### src/rtl/quick_spi_sequencer_if.sv
// Command, SPI-master and read-response signal bundle for quick_spi_sequencer.
// The master modport is the sequencer's view; the slave modport is the surrounding logic's view.
interface quick_spi_sequencer_if #(
    parameter int unsigned INCOMING_DATA_WIDTH = 8,
    parameter int unsigned OUTGOING_DATA_WIDTH = 16,
    parameter int unsigned NUMBER_OF_SLAVES    = 2
);
    logic                           cmd_valid;
    logic                           cmd_ready;
    logic [NUMBER_OF_SLAVES-1:0]    cmd_slave;
    logic                           cmd_operation;
    logic [OUTGOING_DATA_WIDTH-1:0] cmd_data;

    logic                           spi_enable;
    logic                           spi_start_transaction;
    logic [NUMBER_OF_SLAVES-1:0]    spi_slave;
    logic                           spi_operation;
    logic [OUTGOING_DATA_WIDTH-1:0] spi_outgoing_data;
    logic                           spi_end_of_transaction;
    logic [INCOMING_DATA_WIDTH-1:0] spi_incoming_data;

    logic                           rsp_valid;
    logic                           rsp_ready;
    logic [INCOMING_DATA_WIDTH-1:0] rsp_data;
    logic [NUMBER_OF_SLAVES-1:0]    rsp_slave;

    modport master (
        input  cmd_valid, cmd_slave, cmd_operation, cmd_data,
               spi_end_of_transaction, spi_incoming_data, rsp_ready,
        output cmd_ready, spi_enable, spi_start_transaction, spi_slave,
               spi_operation, spi_outgoing_data, rsp_valid, rsp_data, rsp_slave
    );

    modport slave (
        output cmd_valid, cmd_slave, cmd_operation, cmd_data,
               spi_end_of_transaction, spi_incoming_data, rsp_ready,
        input  cmd_ready, spi_enable, spi_start_transaction, spi_slave,
               spi_operation, spi_outgoing_data, rsp_valid, rsp_data, rsp_slave
    );
endinterface

### src/rtl/quick_spi_sequencer.sv
// Queues SPI commands in a small FIFO and issues them one at a time to an SPI master,
// enforcing a completion timeout, an inter-transaction gap and a single held read response.
module quick_spi_sequencer #(
    parameter int unsigned INCOMING_DATA_WIDTH = 8,
    parameter int unsigned OUTGOING_DATA_WIDTH = 16,
    parameter int unsigned NUMBER_OF_SLAVES    = 2,
    parameter int unsigned FIFO_DEPTH          = 4,
    parameter int unsigned TIMEOUT_CYCLES      = 1024,
    parameter int unsigned GAP_CYCLES          = 2
) (
    input  logic                          clk,
    input  logic                          reset_n,
    quick_spi_sequencer_if.master         bus,
    output logic                          busy,
    output logic                          timeout_err,
    output logic                          bad_slave_err,
    output logic [$clog2(FIFO_DEPTH):0]   fifo_count
);
    localparam int unsigned AW = $clog2(FIFO_DEPTH);
    localparam int unsigned CW = AW + 1;
    localparam int unsigned SW = NUMBER_OF_SLAVES;
    localparam int unsigned OW = OUTGOING_DATA_WIDTH;
    localparam int unsigned TW = $clog2(TIMEOUT_CYCLES + 1);
    localparam int unsigned GW = $clog2(GAP_CYCLES + 1);

    typedef enum logic [1:0] {IDLE, ISSUE, BUSY, GAP} state_t;

    state_t        state, state_nx;
    logic [SW-1:0] mem_slave [FIFO_DEPTH];
    logic          mem_op    [FIFO_DEPTH];
    logic [OW-1:0] mem_data  [FIFO_DEPTH];
    logic [AW-1:0] wr_ptr, rd_ptr;
    logic [TW-1:0] tcnt, tcnt_nx;
    logic [GW-1:0] gcnt, gcnt_nx;
    logic [CW-1:0] count_nx;
    logic          push, pop, latch, capture, rsp_clear, timeout_nx, bad_nx, head_bad;

    // Next-state, FIFO pop and event decisions
    always_comb begin
        state_nx   = state;
        tcnt_nx    = tcnt;
        gcnt_nx    = gcnt;
        pop        = 1'b0;
        latch      = 1'b0;
        capture    = 1'b0;
        timeout_nx = 1'b0;
        bad_nx     = 1'b0;
        push       = bus.cmd_valid && bus.cmd_ready;
        rsp_clear  = bus.rsp_valid && bus.rsp_ready;
        head_bad   = 32'(mem_slave[rd_ptr]) >= NUMBER_OF_SLAVES;

        case (state)
            IDLE: begin
                // A read must not be issued while an earlier response is still held
                if (fifo_count != '0 && (mem_op[rd_ptr] || !bus.rsp_valid)) begin
                    pop = 1'b1;
                    if (head_bad) begin
                        bad_nx = 1'b1;
                    end else begin
                        latch    = 1'b1;
                        state_nx = ISSUE;
                    end
                end
            end
            ISSUE: begin
                state_nx = BUSY;
                tcnt_nx  = '0;
            end
            BUSY: begin
                // Completion wins over a timeout landing on the same cycle
                if (bus.spi_end_of_transaction) begin
                    state_nx = GAP;
                    gcnt_nx  = '0;
                    capture  = !bus.spi_operation;
                end else if (tcnt == TW'(TIMEOUT_CYCLES - 1)) begin
                    state_nx   = GAP;
                    gcnt_nx    = '0;
                    timeout_nx = 1'b1;
                end else begin
                    tcnt_nx = tcnt + 1'b1;
                end
            end
            GAP: begin
                if (gcnt == GW'(GAP_CYCLES - 1)) begin
                    state_nx = IDLE;
                end else begin
                    gcnt_nx = gcnt + 1'b1;
                end
            end
            default: state_nx = IDLE;
        endcase

        count_nx = fifo_count + CW'(push) - CW'(pop);
    end

    // FIFO storage; contents are don't-care while the pointers say empty
    always_ff @(posedge clk) begin
        if (push) begin
            mem_slave[wr_ptr] <= bus.cmd_slave;
            mem_op[wr_ptr]    <= bus.cmd_operation;
            mem_data[wr_ptr]  <= bus.cmd_data;
        end
    end

    // State, pointers and all registered outputs
    always_ff @(posedge clk) begin
        if (!reset_n) begin
            state                     <= IDLE;
            tcnt                      <= '0;
            gcnt                      <= '0;
            wr_ptr                    <= '0;
            rd_ptr                    <= '0;
            fifo_count                <= '0;
            bus.cmd_ready             <= 1'b0;
            bus.spi_enable            <= 1'b0;
            bus.spi_start_transaction <= 1'b0;
            bus.spi_slave             <= '0;
            bus.spi_operation         <= 1'b0;
            bus.spi_outgoing_data     <= '0;
            bus.rsp_valid             <= 1'b0;
            bus.rsp_data              <= '0;
            bus.rsp_slave             <= '0;
            busy                      <= 1'b0;
            timeout_err               <= 1'b0;
            bad_slave_err             <= 1'b0;
        end else begin
            state                     <= state_nx;
            tcnt                      <= tcnt_nx;
            gcnt                      <= gcnt_nx;
            if (push) wr_ptr <= wr_ptr + 1'b1;
            if (pop)  rd_ptr <= rd_ptr + 1'b1;
            fifo_count                <= count_nx;
            bus.cmd_ready             <= count_nx < CW'(FIFO_DEPTH);
            bus.spi_enable            <= 1'b1;
            bus.spi_start_transaction <= (state_nx == ISSUE);
            if (latch) begin
                bus.spi_slave         <= mem_slave[rd_ptr];
                bus.spi_operation     <= mem_op[rd_ptr];
                bus.spi_outgoing_data <= mem_data[rd_ptr];
            end
            if (capture) begin
                bus.rsp_valid <= 1'b1;
                bus.rsp_data  <= bus.spi_incoming_data;
                bus.rsp_slave <= bus.spi_slave;
            end else if (rsp_clear) begin
                bus.rsp_valid <= 1'b0;
            end
            busy                      <= (state_nx != IDLE) || (count_nx != '0);
            timeout_err               <= timeout_nx;
            bad_slave_err             <= bad_nx;
        end
    end
endmodule

### src/flat_wrapper.sv
// flat-port wrapper written by rule: the top's interface ports become plain ports
module quick_spi_sequencer_flat 
#(
    parameter int unsigned INCOMING_DATA_WIDTH = 8,
    parameter int unsigned OUTGOING_DATA_WIDTH = 16,
    parameter int unsigned NUMBER_OF_SLAVES    = 2,
    parameter int unsigned FIFO_DEPTH          = 4,
    parameter int unsigned TIMEOUT_CYCLES      = 1024,
    parameter int unsigned GAP_CYCLES          = 2
)
  (clk, reset_n, busy, timeout_err, bad_slave_err, fifo_count, bus_cmd_valid, bus_cmd_slave, bus_cmd_operation, bus_cmd_data, bus_spi_end_of_transaction, bus_spi_incoming_data, bus_rsp_ready, bus_cmd_ready, bus_spi_enable, bus_spi_start_transaction, bus_spi_slave, bus_spi_operation, bus_spi_outgoing_data, bus_rsp_valid, bus_rsp_data, bus_rsp_slave);
  quick_spi_sequencer_if #(.INCOMING_DATA_WIDTH(INCOMING_DATA_WIDTH), .OUTGOING_DATA_WIDTH(OUTGOING_DATA_WIDTH), .NUMBER_OF_SLAVES(NUMBER_OF_SLAVES)) bus_i ();
  input  logic clk;
  input  logic reset_n;
  output logic busy;
  output logic timeout_err;
  output logic bad_slave_err;
  output logic [$clog2(FIFO_DEPTH):0] fifo_count;
  input wire logic [$bits(bus_i.cmd_valid)-1:0] bus_cmd_valid;
  input wire logic [$bits(bus_i.cmd_slave)-1:0] bus_cmd_slave;
  input wire logic [$bits(bus_i.cmd_operation)-1:0] bus_cmd_operation;
  input wire logic [$bits(bus_i.cmd_data)-1:0] bus_cmd_data;
  input wire logic [$bits(bus_i.spi_end_of_transaction)-1:0] bus_spi_end_of_transaction;
  input wire logic [$bits(bus_i.spi_incoming_data)-1:0] bus_spi_incoming_data;
  input wire logic [$bits(bus_i.rsp_ready)-1:0] bus_rsp_ready;
  output wire logic [$bits(bus_i.cmd_ready)-1:0] bus_cmd_ready;
  output wire logic [$bits(bus_i.spi_enable)-1:0] bus_spi_enable;
  output wire logic [$bits(bus_i.spi_start_transaction)-1:0] bus_spi_start_transaction;
  output wire logic [$bits(bus_i.spi_slave)-1:0] bus_spi_slave;
  output wire logic [$bits(bus_i.spi_operation)-1:0] bus_spi_operation;
  output wire logic [$bits(bus_i.spi_outgoing_data)-1:0] bus_spi_outgoing_data;
  output wire logic [$bits(bus_i.rsp_valid)-1:0] bus_rsp_valid;
  output wire logic [$bits(bus_i.rsp_data)-1:0] bus_rsp_data;
  output wire logic [$bits(bus_i.rsp_slave)-1:0] bus_rsp_slave;
  assign bus_i.cmd_valid = bus_cmd_valid;
  assign bus_i.cmd_slave = bus_cmd_slave;
  assign bus_i.cmd_operation = bus_cmd_operation;
  assign bus_i.cmd_data = bus_cmd_data;
  assign bus_i.spi_end_of_transaction = bus_spi_end_of_transaction;
  assign bus_i.spi_incoming_data = bus_spi_incoming_data;
  assign bus_i.rsp_ready = bus_rsp_ready;
  assign bus_cmd_ready = bus_i.cmd_ready;
  assign bus_spi_enable = bus_i.spi_enable;
  assign bus_spi_start_transaction = bus_i.spi_start_transaction;
  assign bus_spi_slave = bus_i.spi_slave;
  assign bus_spi_operation = bus_i.spi_operation;
  assign bus_spi_outgoing_data = bus_i.spi_outgoing_data;
  assign bus_rsp_valid = bus_i.rsp_valid;
  assign bus_rsp_data = bus_i.rsp_data;
  assign bus_rsp_slave = bus_i.rsp_slave;
  quick_spi_sequencer #(.INCOMING_DATA_WIDTH(INCOMING_DATA_WIDTH), .OUTGOING_DATA_WIDTH(OUTGOING_DATA_WIDTH), .NUMBER_OF_SLAVES(NUMBER_OF_SLAVES), .FIFO_DEPTH(FIFO_DEPTH), .TIMEOUT_CYCLES(TIMEOUT_CYCLES), .GAP_CYCLES(GAP_CYCLES)) u_core (.clk(clk), .reset_n(reset_n), .bus(bus_i), .busy(busy), .timeout_err(timeout_err), .bad_slave_err(bad_slave_err), .fifo_count(fifo_count));
endmodule
### config.mk
export PLATFORM = sky130hd
export DESIGN_NAME = quick_spi_sequencer_flat
export DESIGN_NICKNAME = d
export VERILOG_FILES = /design/src/rtl/quick_spi_sequencer_if.sv /design/src/rtl/quick_spi_sequencer.sv /design/src/flat_wrapper.sv
export SDC_FILE = /design/constraint.sdc
export NUM_CORES = 1
export LEC_CHECK = 0
export CORE_ASPECT_RATIO = 0.5
export CORE_MARGIN = 8
export CORE_UTILIZATION = 49
export CTS_BUF_LIST = sky130_fd_sc_hd__clkbuf_4 sky130_fd_sc_hd__clkbuf_8 sky130_fd_sc_hd__clkbuf_16
export CTS_CLUSTER_SIZE = 8
export DETAILED_ROUTE_END_ITERATION = 10
export GPL_TIMING_DRIVEN = 1
export MAX_ROUTING_LAYER = met4
export PLACE_DENSITY = 0.75
export SLEW_MARGIN = 10
export SYNTH_ARGS = -nofsm -noshare
export SYNTH_HDL_FRONTEND = slang
export SYNTH_SLANG_ARGS = --single-unit
### constraint.sdc
create_clock -name clk -period 2.52 [get_ports clk]
set_clock_uncertainty 0.05 [all_clocks]
set_input_delay 0.378 -clock clk [delete_from_list [all_inputs] [get_ports clk]]
set_output_delay 0.378 -clock clk [all_outputs]
set_load 0.005 [all_outputs]
==> flow_summary.toml <==
[route]
viasPerCell = 5.29
wl_per_cell_um = 16.7
drt_iter0_markers = 148
wirelength_um = 10500
drc = 0
ant_nets = 0
vias = 3331
first_pass_iters = 4

[synth]
ys.warnings.count = 0
synth_common_cells = "edfxtp_1 (76), nand2_1 (66), dfxtp_1 (60), a21oi_1 (22), mux2i_1 (18)"
synth_top_area_frac = 0.428
ys_seq_elements = 136
syn_nets = 424
synth_area_leaders = "edfxtp_1 (43%), dfxtp_1 (23%), mux4_2 (7.2%)"
synth_seq_area_share = 0.653
synth_top_family_by_area = "simple AND/OR/NAND/NOR gates"
syn_avg_cell_area_um2 = 13.9
synth.distinct_cells = 51
postSynthCellCount = 383
synth_area_leader_cell = "edfxtp_1"
synthMuxAreaShare = 0.115
synth_simple_gate_area_share = 0.118
synth-async-reset-ratio = 0
mappedNetlistArea_um2 = 5340
synth_xor_xnor_area_share = 0.00657
synth_edf_count = 76
synthAdderAreaFrac = 0.0225
synth.most_common_cell = "edfxtp_1"
synth_compound_area_frac = 0.0556
synth_flop_cell = "edfxtp_1"

[cts]
clk_path_buf_depth = 2
clk_pin_slew_ps = 60
clk-insertion-delay-late_ps = 410
htreeDepth = 4
cts_hold_buf = 0
cts_root_buf = "clkbuf_16"
cts_buffers = 17
cts_tree = "yes"
cts_sinks = 136

[critical_path]
r2r_slack_ps = 20
crit_path_start_kind = "register"
arrival_ps = 2730
path_class = "register to register"
worstReg2RegStart = "u_core.mem_op[2]"
crit_path_max_fanout = 2
reg2reg_to = "u_core.busy"
cp.required_ps = 2750
reg2reg_depth = 8
startpoint = "u_core.mem_op[2]"
crit_path_end_kind = "register"
critical_path.endpoint = "u_core.busy"

[pwr]
p_total_uw = 6870
power_density_nw_per_um2 = 1000
p_leak_uw = 0.00245
ir_drop_mv = 0.587

[layout]
final.fill_count = 796
num_antenna_cells = 0
area_growth_syn_to_layout_pct = 28.6
drive_above_1_share = 0.167
nNetsFinal = 513
fin_util = 0.634

[global_routing]
grt_pass1_wl_um = 17200
antenna_found_initial = 0
grt.overflow.total = 0
grt_max_degree = 25
grt_pass1_vias = 3389
grt_usage = 0.154

[run]
cap_violations = 0

[floorplan]
ios = 71
initial_utilization = 0.494
die_height_um = 89.8
core_area_um2 = 10800
placementRows = 27
fp.dieW_um = 164
dieArea_um2 = 14700

[timing]
timing_worst_slew_pin_value_ps = 741
slew-limit-headroom = 0.502
rsz0062_at_grt = "true"
slew_violations = 0
fin_crit_ps = 2500
finalSetupViolCount = 0
fmax_mhz = 400
fin_crit_sh = 0.992
hold_viol_final = 0

[run_status]
outcome = "complete, no violations"

[worst_hold_path]
worstHoldPathType = "register to register"

[placement]
hpwl_um = 6900
gp_congestion = 0.862
port_buffers = 70
==> how the worst min path moves through the flow <==
stage | from | to | slack [ps] | cells after the start
floorplan | reset_n | u_core.bus.spi_enable | 360 | 0
global placement | u_core.bus.rsp_data[0] | u_core.bus.rsp_data[0] | 390 | 2
detailed placement | u_core.bus.rsp_data[0] | u_core.bus.rsp_data[0] | 400 | 2
CTS | u_core.bus.rsp_data[0] | u_core.bus.rsp_data[0] | 400 | 2
global route | u_core.bus.rsp_data[5] | u_core.bus.rsp_data[5] | 420 | 2
finish | u_core.bus.rsp_data[5] | u_core.bus.rsp_data[5] | 400 | 2
==> routing by layer <==
layer / global-route usage / vias to the layer above / share of wire
met5: - / - / 0
met4: 0.0602 / 0 / 0.014
met3: 0.0473 / 19 / 0.051
met2: 0.244 / 77 / 0.49
met1: 0.183 / 1622 / 0.45
li1: - / 1613 / -
==> timing repair <==
action                     CTS  global route
hold endpoints to repair     0             0
pin swaps                    3             1
setup endpoints to repair    1             2
buffers inserted             2             1
resized for setup            1             1
==> cells in the final DEF, fill, tap and decap left out, types with 9 or more instances in the layout <==
master | netlist | routed
clkbuf_16 | 0 | 17
buf_4 | 2 | 18
nor2_1 | 9 | 9
mux2i_1 | 18 | 18
a21oi_1 | 22 | 22
nand2_1 | 66 | 66
edfxtp_1 | 76 | 76
mux4_2 | 17 | 17
dfxtp_1 | 60 | 59
clkdlybuf4s50_1 | 0 | 70
==> flip-flops by register name (all words and copies together) (netlist names), 3 cells and up, named ones only <==
signal and flops:
u_core.mem_data 64, u_core.bus.spi_outgoing_data 16, u_core.tcnt 11, u_core.bus.rsp_data 8, u_core.mem_slave 8, u_core.mem_op 4
u_core.fifo_count 3
==> kinds of logic (layout without fill, tap and decap cells) <==
family	Yosys count	after routing
xor gates and xnor gates	4	4
AOI/OAI and AO/OA	45	45
DFF	136	136
and+or+nand+nor	124	124
adders and majority gates	9	9
buffers and inverters	28	130
muxes	37	37
==> per-stage QoR <==
stage | setup TNS (ps) | setup slack, ps | hold WS [ps] | cells | instance area [µm²]
floorplan | -8.44 | -8.44 | 356 | 383 | 5360
global placement | -0.366 | -0.366 | 392 | 595 | 6250
detailed placement | -17.2 | -17.2 | 397 | 595 | 6250
CTS | 0 | 24.4 | 404 | 629 | 6840
global route | -57.1 | -57.1 | 421 | 630 | 6860
finish | 0 | 21.3 | 401 | 630 | 6860
==> report_power, final <==
part	internal [µW]	total, µW	switching [µW]
clock network	1480	2380	901
registers	2610	2740	128
logic	957	1740	787
==> critical path: stages, from the launching register on <==
cell	delay [ps]
edfxtp_1	370
mux4_2	500
o211a_4	260
ha_4	260
inv_2	30
ha_4	140
fa_2	420
nor4_2	250
a21oi_1	90
==> layout make-up <==
type,count,area [µm²],share of cell area
clock inverters,12,128,0.0186
multi-input cells,219,1740,0.254
clock buffers,20,448,0.0653
repair buffers,88,836,0.122
inverters,10,37.5,0.00547
flip-flops and latches,136,3480,0.508
well taps,145,181,0.0265
(Power assumes the default switching activity.)
